## src/rtl/uart_bus_pkg.sv

```systemverilog
// Types and widths shared by the UART register-bus master and its helpers.
package uart_bus_pkg;

    localparam int ADDR_W = 4;
    localparam int DATA_W = 8;
    localparam int CNT_W  = 4;

    typedef enum logic [1:0] {
        IDLE,
        SETUP,
        STROBE,
        HOLD
    } busState_t;

    // A phase lasting N cycles counts down from N-1 and moves on when it reaches zero.
    function automatic logic [CNT_W-1:0] phaseLoad(input int unsigned cycles);
        phaseLoad = CNT_W'(cycles - 1);
    endfunction

endpackage

```

## src/rtl/uart_bus_master_irq_edge_sync.sv

```systemverilog
// Two-flop synchronizer for the UART core interrupt, plus a registered rising-edge pulse.
module irq_edge_sync (
    input  logic clk,
    input  logic rst,
    input  logic irqAsync,
    output logic irqEdge
);

    logic [1:0] syncReg;
    logic       syncPrevReg;

    always_ff @(posedge clk or negedge rst) begin
        if (!rst) begin
            syncReg     <= '0;
            syncPrevReg <= 1'b0;
            irqEdge     <= 1'b0;
        end else begin
            syncReg     <= {syncReg[0], irqAsync};
            syncPrevReg <= syncReg[1];
            // Pulse is registered, so it appears one cycle after the synchronized edge.
            irqEdge     <= syncReg[1] & ~syncPrevReg;
        end
    end

endmodule

```

## src/rtl/uart_bus_master.sv

```systemverilog
// Host command to UART core register cycle: setup, strobe, hold, then a completion pulse.
module uart_bus_master
    import uart_bus_pkg::*;
#(
    parameter int unsigned SETUP_CYC  = 2,
    parameter int unsigned STROBE_CYC = 4,
    parameter int unsigned HOLD_CYC   = 1
) (
    input  logic              clk,
    input  logic              rst,
    input  logic              cmd_valid,
    output logic              cmd_ready,
    input  logic              cmd_we,
    input  logic [ADDR_W-1:0] cmd_addr,
    input  logic [DATA_W-1:0] cmd_wdata,
    output logic              rsp_valid,
    output logic [DATA_W-1:0] rsp_rdata,
    output logic [ADDR_W-1:0] AddrBus_o,
    output logic              n_ChipSelect_o,
    output logic              n_rd_o,
    output logic              n_we_o,
    output logic [DATA_W-1:0] DataBus_o,
    input  logic [DATA_W-1:0] DataBus_i,
    input  logic              p_IrqSig_i,
    output logic              p_IrqEdge_o
);

    localparam logic [CNT_W-1:0] SETUP_LOAD  = phaseLoad(SETUP_CYC);
    localparam logic [CNT_W-1:0] STROBE_LOAD = phaseLoad(STROBE_CYC);
    localparam logic [CNT_W-1:0] HOLD_LOAD   = phaseLoad(HOLD_CYC);

    busState_t         stateReg;
    logic [CNT_W-1:0]  cntReg;
    logic              weReg;
    logic [DATA_W-1:0] capReg;

    // All bus outputs are registered; the async reset releases the strobes immediately.
    always_ff @(posedge clk or negedge rst) begin
        if (!rst) begin
            stateReg       <= IDLE;
            cntReg         <= '0;
            weReg          <= 1'b0;
            capReg         <= '0;
            cmd_ready      <= 1'b1;
            rsp_valid      <= 1'b0;
            rsp_rdata      <= '0;
            AddrBus_o      <= '0;
            DataBus_o      <= '0;
            n_ChipSelect_o <= 1'b1;
            n_rd_o         <= 1'b1;
            n_we_o         <= 1'b1;
        end else begin
            rsp_valid <= 1'b0;
            case (stateReg)
                IDLE: begin
                    if (cmd_valid) begin
                        weReg          <= cmd_we;
                        AddrBus_o      <= cmd_addr;
                        DataBus_o      <= cmd_we ? cmd_wdata : '0;
                        n_ChipSelect_o <= 1'b0;
                        cmd_ready      <= 1'b0;
                        cntReg         <= SETUP_LOAD;
                        stateReg       <= SETUP;
                    end
                end
                SETUP: begin
                    if (cntReg == '0) begin
                        n_we_o   <= ~weReg;
                        n_rd_o   <= weReg;
                        cntReg   <= STROBE_LOAD;
                        stateReg <= STROBE;
                    end else begin
                        cntReg <= cntReg - 1'b1;
                    end
                end
                STROBE: begin
                    if (cntReg == '0) begin
                        // Read data is captured on the edge that ends the strobe.
                        if (!weReg) begin
                            capReg <= DataBus_i;
                        end
                        n_we_o   <= 1'b1;
                        n_rd_o   <= 1'b1;
                        cntReg   <= HOLD_LOAD;
                        stateReg <= HOLD;
                    end else begin
                        cntReg <= cntReg - 1'b1;
                    end
                end
                HOLD: begin
                    if (cntReg == '0) begin
                        n_ChipSelect_o <= 1'b1;
                        cmd_ready      <= 1'b1;
                        rsp_valid      <= 1'b1;
                        rsp_rdata      <= weReg ? '0 : capReg;
                        stateReg       <= IDLE;
                    end else begin
                        cntReg <= cntReg - 1'b1;
                    end
                end
                default: begin
                    n_ChipSelect_o <= 1'b1;
                    n_rd_o         <= 1'b1;
                    n_we_o         <= 1'b1;
                    cmd_ready      <= 1'b1;
                    stateReg       <= IDLE;
                end
            endcase
        end
    end

    irq_edge_sync uIrqSync (
        .clk      (clk),
        .rst      (rst),
        .irqAsync (p_IrqSig_i),
        .irqEdge  (p_IrqEdge_o)
    );

endmodule

```

## config.mk

```make
export PLATFORM = sky130hd
export DESIGN_NAME = uart_bus_master
export DESIGN_NICKNAME = d
export VERILOG_FILES = /design/src/rtl/uart_bus_pkg.sv /design/src/rtl/uart_bus_master_irq_edge_sync.sv /design/src/rtl/uart_bus_master.sv
export SDC_FILE = /design/constraint.sdc
export NUM_CORES = 1
export LEC_CHECK = 0
export CAP_MARGIN = 25
export CORE_MARGIN = 1
export CORE_UTILIZATION = 43
export CTS_BUF_LIST = sky130_fd_sc_hd__clkbuf_8 sky130_fd_sc_hd__clkbuf_16
export DETAILED_ROUTE_END_ITERATION = 6
export PLACE_DENSITY = 0.86
export RECOVER_POWER = 25
export SETUP_SLACK_MARGIN = 0.3
export SLEW_MARGIN = 25
export SYNTH_ARGS = -nofsm -noshare
export SYNTH_HDL_FRONTEND = slang
export SYNTH_HIERARCHICAL = 1
export SYNTH_SLANG_ARGS = --single-unit
```

## constraint.sdc

```tcl
create_clock -name clk -period 1.7 [get_ports clk]
set_clock_uncertainty 0.05 [all_clocks]
set_input_delay 0.51 -clock clk [delete_from_list [all_inputs] [get_ports clk]]
set_output_delay 0.51 -clock clk [all_outputs]
set_load 0.01 [all_outputs]
```

==> out/metrics.csv, run 1 <==
stage;metric;value;unit
floorplanning;initial_utilization;45.8;%
synthesis;synth_top_cell_by_area;dfrtp_1;
placed_design;placed_cells;271;
critical_path;rr_startpoint;cntReg[1]$_DFFE_PN0P_;
synthesis;avgSynthCellArea;11.1;um2
grt;grt_max_degree;22;
synthesis;synth.net_count;199;
sta;finalSetupViolCount;0;
cts;h-tree-depth;2;
hold_path;hp-class;reg2reg;
layout;post-route-cell-area;0.00282;mm2
floorplanning;die_w;68.0;um
sta;layout_min_cycle_time;1700;ps
synthesis;ys_top_cells_by_area;dfrtp_1 53%, nand2_1 7.2%, mux2_1 6.0%;
critical_path;critPathMaxFanout;3;
floorplanning;io_pins;51;
grt;grt_pass1_vias;1428;
critical_path;r2r_cells;5;
grt;grt_pass1_wl;6.89;mm
cts;clock-sinks;43;
synthesis;yosysTopAreaCellShare;53.5;%
critical_path;cp.arrival;1830;ps
floorplanning;num_rows;23;
synthesis;syn-cell-area;0.00187;mm2
layout;drive_above_1_share;42.2;%
placed_design;io_buffers;50;
hold_path;holdPathEnd;uIrqSync/syncReg[1]$_DFF_PN0_;
sta;slew_viol_final;0;
hold_path;hold_start;uIrqSync/syncReg[0]$_DFF_PN0_;
grt;antenna_found_initial;0;
layout;instances_no_fill;301;
routing;drt_iter0_markers;84;
power;max-vdd-ir-drop;0.000912;V
routing;wl;4.55;mm
routing;vias_per_cell;5.04;
layout;diodes;0;
hold_path;hold_depth;0;
critical_path;required;1840;ps
grt;track_usage;21.1;%
power;p_per_area;1900;mW/mm2
placed_design;globalplace.congestion;0.824;
routing;wl_per_cell;15.1;um
routing;dr.pass1.iters;6;
cts;cts_hold_buf;0;
cts;clock_latency;300;ps
critical_path;timing.rr.end;cntReg[1]$_DFFE_PN0P_;
routing;ant_nets;0;
sta;tightestPinTransition;1100;ps
sta;setup_tns;0;ps
layout;area_delta_synth_final;50.8;%
grt;grt_remaining_overflow;0;
cts;root_buffer;clkbuf_8;
sta;hold_slack;303;ps
cts;cts.clk_slew.worst_paths;80;ps
synthesis;yosysUniqueCellTypes;37;
critical_path;critical_path_class;reg2reg;
routing;drc;0;
layout;regArea;0.00108;mm2
synthesis;yosysSeqAreaShare;57.7;%
run_status;outcome;finished, final reports clean;
layout;fillers;296;
sta;fmax;0.590;GHz
floorplanning;die_h;68.0;um
sta;rsz0062_at_grt;true;
sta;hold_viol_final;0;
synthesis;syn_inst;168;
placed_design;dpl.hpwl;2.77;mm
synthesis;ys_ff_latch;43;
routing;num_vias;1516;
critical_path;cp-end-kind;flop;
synthesis;yosys_warnings;6;
cts;cts_buffers;5;
cts;cts_tree;yes;
critical_path;r2r_slack;4;ps
layout;nets;281;
job;max_cap_viol_count;0;
power;power.leakage;0.00136;uW
floorplanning;die_area;0.00462;mm2
cts;clock_path_buffers;2;
placed_design;placed_area;0.00254;mm2
layout;multiInputGateArea;882;um2
critical_path;start_kind;flop;
sta;period_share;99.8;%
floorplanning;core;0.00409;mm2
sta;slew_headroom;26.6;%
## worst max-delay path: stages, from the launching register on
cell and delay [ps]:
dfrtp_1 400, inv_2 90, ha_4 140, or3b_4 410
a211o_1 280, a32o_1 220
## layer usage
| layer | share of wire, % | global-route usage [%] |
|---|---|---|
| met1 | 42 | 24.3 |
| met2 | 51 | 35.7 |
| met3 | 4.2 | 5.33 |
| met4 | 2.1 | 11.2 |
| met5 | 0 | 0 |
## cell usage after synthesis (all sizes together)
master	n
a2111oi	1
a211o	1
a211oi	1
a21oi	6
a31oi	2
a32o	1
and2b	1
buf	9
clkbuf	1
dfrtp	40
dfstp	3
ha	6
inv	7
mux2	14
nand2	36
nand2b	2
nand3	1
nand4bb	1
nor2	4
nor2b	2
nor3	2
nor3b	1
o21a	1
o21ai	17
o22a	2
o22ai	1
o32a	1
o32ai	1
or3	1
or3b	1
xnor2	1
## per-stage QoR
| stage | utilization [%] | total power, uW | worst slack, ps |
|---|---|---|---|
| after CTS | 66.7 | 5030 | 44.8 |
| after global placement | 62.2 | 4010 | -29.5 |
| after global routing | 69.1 | 5700 | -66.0 |
| after detailed placement | 62.2 | 4090 | -59.5 |
| after floorplan | - | 3200 | 115 |
| final | 69.1 | 5360 | 4.24 |
## cell families after synthesis
| family | Yosys count | synth area share, % |
|---|---|---|
| xor+xnor | 1 | 0.468 |
| simple gates | 52 | 13.8 |
| fa+ha+maj | 6 | 4.01 |
| mux | 14 | 8.42 |
| buf+inv | 17 | 4.21 |
| flops | 43 | 57.7 |
| compound gates | 35 | 11.4 |
## repair_timing
action / 4_1_cts / 5_1_grt
endpoints found under the setup margin: 63 / 54
setup buffers: 15 / 7
resized for setup: 128 / 12
pin swaps: 6 / 5
cloned: 0 / 0
## registers in the layout (all words and copies together), names as in the netlist
signal / cells
n_ChipSelect_o: 1
n_we_o: 1
uIrqSync/irqEdge: 1
capReg: 8
cntReg: 4
stateReg: 2
AddrBus_o: 4
weReg: 1
rsp_valid: 1
uIrqSync/syncReg: 2
rsp_rdata: 8
n_rd_o: 1
DataBus_o: 8
uIrqSync/syncPrevReg: 1
## final cells by class
type,count,area share (%)
clock inverters,3,0.576
repair buffers,85,24.2
flip-flops and latches,43,38.3
clock buffers,5,2.44
multi-input cells,108,31.2
well taps,50,2.22
inverters,7,1.02
## cell usage in the layout, fill, tap and decap left out, drive strengths merged, types with 2 or more instances in the layout
cell	netlist	final
a21oi	6	6
a31oi	2	2
buf	9	60
clkbuf	1	7
clkdlybuf4s50	0	23
dfrtp	40	40
dfstp	3	3
ha	6	6
inv	7	8
mux2	14	14
nand2	36	36
nand2b	2	2
nor2	4	4
nor2b	2	2
nor3	2	2
o21ai	17	17
o22a	2	2
## report_power, final
group	internal [uW]	switching [uW]
logic	1630	1310
clock network	281	356
registers	1470	307
## worst max path at each step
stage,from,to,slack (ps)
CTS,cntReg[0]$_DFFE_PN0P_,capReg[0]$_DFFE_PN0P_,40
global route,cntReg[0]$_DFFE_PN0P_,capReg[7]$_DFFE_PN0P_,-70
detailed placement,cmd_valid,stateReg[1]$_DFFE_PN0P_,-60
finish,cntReg[1]$_DFFE_PN0P_,cntReg[1]$_DFFE_PN0P_,4
floorplan,cntReg[1]$_DFFE_PN0P_,cntReg[0]$_DFFE_PN0P_,110
global placement,cmd_valid,stateReg[1]$_DFFE_PN0P_,-30
Power figures use the tool's default switching activity.
==> run 2, diff against run 1 <==
--- a/config.mk
+++ b/config.mk
@@ -10,6 +10,7 @@
 export CORE_UTILIZATION = 43
 export CTS_BUF_LIST = sky130_fd_sc_hd__clkbuf_8 sky130_fd_sc_hd__clkbuf_16
 export DETAILED_ROUTE_END_ITERATION = 6
+export GPL_ROUTABILITY_DRIVEN = 0
 export PLACE_DENSITY = 0.86
 export RECOVER_POWER = 25
 export SETUP_SLACK_MARGIN = 0.3
==> results of run 2 <==
The final DEF is identical to that of run 1; final timing and power are the same.
==> patch 1, RTL diff (config.mk and constraints of run 1) <==
Change the package constant `CNT_W` from 4 to 6.
--- a/src/rtl/uart_bus_pkg.sv
+++ b/src/rtl/uart_bus_pkg.sv
@@ -5,3 +5,3 @@
     localparam int DATA_W = 8;
-    localparam int CNT_W  = 4;
+    localparam int CNT_W  = 6;
 
Formal check against the unedited RTL: same outputs for any inputs over 10 cycles, from zero or initial values and one cycle with rst low; that may be too few to reach the edited logic, so the function may still have changed.
==> patch 1 against run 1 <==
Global-route usage down 0.95 points. Largest cell class unchanged. Design area rose by 9.7%. Die area up 4.8%. Total power grew 8.1%. Wire length grew 9.0%. Combinational power grew 13%. Critical path depth rose by 1. Worst setup slack gained 3.0 ps. Sequential cell count increased by 2. Synthesized area increased by 4.9%.
==> patch 1: results (changes against run 1) <==
The worst slack after detailed placement was -130.5 ps (-70.97 ps); the transition time of the tightest slew-check pin was 1071 ps (-30.03 ps). The number of instances in the placed design came out at 288 (+6.3%). The tools report the fill cell total of the finished layout as 295 (-0.34%). The logs give 7500 um (+8.9%) for the global-route wire length before repair and 0.2359 (-0.007118) for the met1 layer usage reported by global route. Count of routing violations after the opening detailed-route iteration: 117 (+39%). The logs give 2661 um (+14%) for the met2 routed wirelength and 38 (+2.7%) for the number of distinct library cell variants in the gate-level netlist after synthesis.

The run gives 0.2012 (-0.009536) as the global router's overall resource usage. The worst hold slack was 303.7 ps (+0.2200 ps). The pin count of the biggest net entering global routing came out at 46 (+110%). The run gives 2832 um (+2.3%) as the sum of net half-perimeters after detailed placement. The flow ran to the end, and the final reports show no timing, DRC or antenna violations. The met2 track demand over resource in global routing was 0.3538 (-0.002788); the number of buffers inserted for hold repair after clock tree synthesis was 0 (unchanged). The routed length on met1 was 1991 um (+3.8%); the share of final-layout standard cells stronger than drive strength 1 was 0.4731 (+0.05081). The run gives 3.664 mW (+8.1%) as the internal power.

The met3 usage is 0.04070 (-0.01264), and the post-synth net total is 208 (+4.5%). The logs give 2691 um^2 (+6.0%) for the cell area after placement and 0.5752 (-0.001712) for the part of the Yosys area used for sequential elements. The largest driver fanout on the critical path came out at 8 (+5).

The tools report the total wire length after detailed routing as 4954 um (+9.0%). The cell depth of the worst flop-to-flop path works out to 6 (+1). Critical path launch point: cntReg[0]. The net count of the finished layout is 309 (+10%), and the via count of the first global-routing pass is 1619 (+13%). The via-per-instance ratio was 5.054 (+0.35%). The number of iterations in the first detailed-routing pass is 4 (-2). The routed length per placed instance works out to 14.97 um (-0.90%). The tools report the achievable frequency as 590.8 MHz (+0.18%). Sorting the synthesized cells by area gives the leading types as dfrtp_1, mux2_2, nand2_1, o21ai_0, dfstp_2. The most critical setup path has its endpoint at capReg[1]. In the synthesized netlist, the cells that appear most often are dfrtp_1, nand2_1, o21ai_0. The last weighted congestion value of the routability-driven placer is 0.8457 (+2.6%), and the area overhead of the layout relative to synthesis is 57.64%.

The worst ir drop on vdd was 1.048 mV (+15%).
## patch 1: cell types whose count changed after synthesis, moves of 3 or more
| cell | delta |
|---|---|
| o21ai_0 | +6 |
| buf_2 | -5 |
| mux2_2 | +10 |
| mux2_1 | -10 |
| a21oi_1 | -4 |
| a31oi_1 | +3 |
| clkbuf_1 | +3 |
| o21ai_1 | -6 |
## patch 1: logic make-up (layout without fill, tap and decap cells)
logic type / after synthesis / in the layout / synth area share
AO/OA/AOI/OAI: 36 / 36 / 0.1198
XOR/XNOR: 1 / 1 / 0.004459
AND/OR/NAND/NOR: 57 / 59 / 0.1369
flip-flops: 45 / 45 / 0.5752
buffers and inverters: 17 / 117 / 0.04012
multiplexers: 15 / 15 / 0.08535
adder cells (fa/ha/maj): 6 / 6 / 0.03822
## patch 1: what timing repair did
item | 4_1_cts | 5_1_grt
pin swaps | 8 | 5
gates cloned | 1 | 1
gates resized for setup | 124 | 26
buffers inserted | 16 | 17
endpoints found under the setup margin | 62 | 59
## patch 1: power by group through the flow
| stage | clock [mW] | combinational (mW) | sequential, mW |
|---|---|---|---|
| after floorplan | 0 | 1.48 | 1.87 |
| after CTS | 0.690 | 2.75 | 1.77 |
| final | 0.682 | 3.31 | 1.81 |
| after global routing | 0.737 | 3.55 | 1.85 |
| after detailed placement | 0 | 2.53 | 1.80 |
| after global placement | 0 | 2.44 | 1.78 |
## patch 1: layout make-up
class,count,area share
timing repair buffer,102,0.2687
clock inverter,3,0.006869
sequential,45,0.3648
clock buffer,5,0.02222
tap,52,0.02101
multi-input combinational,117,0.3079
inverter,7,0.008485
## patch 1: worst max-delay path, cell delays in order, from the launching register on
cell and delay [ps]:
dfrtp_1 410, inv_2 90, ha_4 120, nor3b_4 200, and2_4 220, nand3_4 140, mux2_4 330
==> patch 2, RTL diff (settings of run 1) <==
Without the edit above. Register the output `p_IrqEdge_o`, cleared by the reset; this adds one clock of latency there. The other outputs are not delayed to match.
--- a/src/rtl/uart_bus_master.sv
+++ b/src/rtl/uart_bus_master.sv
@@ -30,2 +30,4 @@
     localparam logic [CNT_W-1:0] HOLD_LOAD   = phaseLoad(HOLD_CYC);
+
+    logic p_IrqEdge_d;
 
@@ -115,4 +117,12 @@
         .irqAsync (p_IrqSig_i),
-        .irqEdge  (p_IrqEdge_o)
+        .irqEdge  (p_IrqEdge_d)
     );
+
+    always_ff @(posedge clk or negedge rst) begin
+        if (!rst) begin
+            p_IrqEdge_o <= '0;
+        end else begin
+            p_IrqEdge_o <= p_IrqEdge_d;
+        end
+    end
 
Function: changed (a bounded check fails within 4 cycles, from zero or initial values and one cycle with rst low).
==> patch 2 against run 1 <==
Clock power grew 11%. Sequential cell count grew 1. Wire length up 5.5%. Core utilization up 5.3 points. Cell count increased by 3.0%. Design area up 8.5%. Global-route usage down 0.84 points. Critical path type unchanged. Total power rose by 12%. First-iteration DRC count up 7.1%. Worst setup slack improved by 5.3 ps. Synthesized area rose by 1.3%. Highest routed layer unchanged. Largest power group unchanged.
==> patch 2: results (changes against run 1) <==
The share of final-layout standard cells stronger than drive strength 1 was 0.4769 (+0.05461). Count of routing violations after the opening detailed-route iteration: 90 (+7.1%). Ranked by total cell area, the synthesized netlist is headed by dfrtp_1, nand2_1, mux2_1, dfstp_2, ha_1.

The mean area per synthesized cell works out to 11.22 um^2 (+0.74%). The run gives 4 (-2) as the number of iterations in the first detailed-routing pass. Count of H-tree levels built during CTS: 2 (unchanged).

The net count of the finished layout came out at 290 (+3.2%). Global router's overall resource usage: 0.2023 (-0.008393). The part of the Yosys area used for sequential elements came out at 0.5825 (+0.005582). The post-CTS clock slew at the launch and capture registers of the worst setup and hold paths works out to 90 ps. The global-route wire length before repair was 6810 um (-1.1%). The tools report the clock root buffer master as clkbuf_8. Fill cell total of the finished layout: 254 (-14%).

In the synthesized netlist, the cells that appear most often are dfrtp_1, nand2_1, o21ai_0. The total wire length after detailed routing came out at 4794 um (+5.5%). The largest registers in the layout are DataBus_o: 8 flops, capReg: 8 flops, rsp_rdata: 8 flops. The transition time of the tightest slew-check pin was 1064 ps (-36.83 ps); the via-per-instance ratio was 5.055 (+0.36%). The flow ran to the end, and the final reports show no timing, DRC or antenna violations. Worst-case clock buffer depth: 2 (unchanged).

The tools report the cell leakage power as 1.471 nW (+8.3%). The post-synth net total came out at 200 (+0.50%). The tools report the sum of net half-perimeters after detailed placement as 2658 um (-4.0%). The via count of the first global-routing pass came out at 1467 (+2.7%).

The library cell used most frequently in the layout, excluding fill and tap cells, is dfrtp_1. The run gives 0.7967 (-3.3%) as the last weighted congestion value of the routability-driven placer. The post-route non-filler standard cell count is 310 (+3.0%). The number of instances in the placed design was 269 (-0.74%). The largest driver fanout on the critical path works out to 4 (+1). The logs give 0.9838 mV (+7.9%) for the worst ir drop on vdd and 45 (+100%) for the pin count of the biggest net entering global routing.
-- patch 2: changes by cell type after synthesis, sizes merged --
| cell | delta |
|---|---|
| dfrtp | +1 |
-- patch 2: stage by stage --
| step | util | instance area [um^2] | worst slack, ps | setup TNS [ps] |
|---|---|---|---|---|
| detailed placement | 0.6209 | 2555 | -72.14 | -444.5 |
| finish | 0.7440 | 3062 | 9.506 | 0 |
| floorplan | - | 1983 | 114.9 | 0 |
| CTS | 0.6777 | 2789 | 29.53 | 0 |
| global route | 0.7440 | 3062 | -36.27 | -278.8 |
| global placement | 0.6209 | 2555 | -35.00 | -128.6 |
-- patch 2: worst paths after layout --
path	start	to	slack [ps]	depth (start not counted)
max	cntReg[0]	cntReg[1]	10	5
min reg2reg	uIrqSync/syncReg[0]	uIrqSync/syncReg[1]	300	0
max reg2reg	cntReg[0]	cntReg[1]	10	5
min in group asynchronous	rst	rsp_rdata[6]	430	2
min	uIrqSync/syncReg[0]	uIrqSync/syncReg[1]	300	0
max in group asynchronous	rst	stateReg[0]	450	2
-- patch 2: power breakdown --
group,switching [mW],internal (mW)
sequential,0.311,1.50
clock,0.372,0.332
combinational,1.52,1.97
total,2.20,3.80
-- patch 2: cells by family (layout without fill, tap and decap cells) --
| kind of cell | after synthesis | in the layout | share of synthesized area |
|---|---|---|---|
| compound gates | 35 | 35 | 0.1121 |
| xor+xnor | 1 | 1 | 0.004618 |
| fa+ha+maj | 6 | 6 | 0.03958 |
| buf+inv | 17 | 107 | 0.04155 |
| flops | 44 | 44 | 0.5825 |
| mux | 14 | 14 | 0.08311 |
| simple gates | 52 | 53 | 0.1365 |
-- patch 2: worst max-delay path, delay by kind of cell, from the launching register on --
family	cells	cell delay, ps
compound gates	2	500
simple gates	1	400
flops	1	390
fa+ha+maj	1	140
buf+inv	1	80
-- patch 2: area by class of cell --
type | count | area [um^2] | area share
Sequential cell | 44 | 1106 | 0.3613
Multi-Input combinational cell | 109 | 962.2 | 0.3143
Timing Repair Buffer | 92 | 805.8 | 0.2632
Clock buffer | 6 | 82.58 | 0.02697
Tap cell | 50 | 62.56 | 0.02043
Inverter | 7 | 28.78 | 0.009399
Clock inverter | 2 | 13.76 | 0.004495
-- patch 2: repair_timing --
item | CTS | global route
pin swaps | 9 | 11
endpoints found under the hold margin | 0 | 0
hold buffers | 0 | 0
buffers inserted | 18 | 13
cloned | 0 | 2
resized for setup | 128 | 30
endpoints found under the setup margin | 62 | 61
-- patch 2: per-layer routing --
metal	vias to the layer above	track usage	wire [um]
met2	47	0.3431	2483
met5	-	0	0
li1	751	-	-
met1	760	0.2484	2070
met3	9	0.05167	164
met4	0	0.06771	76
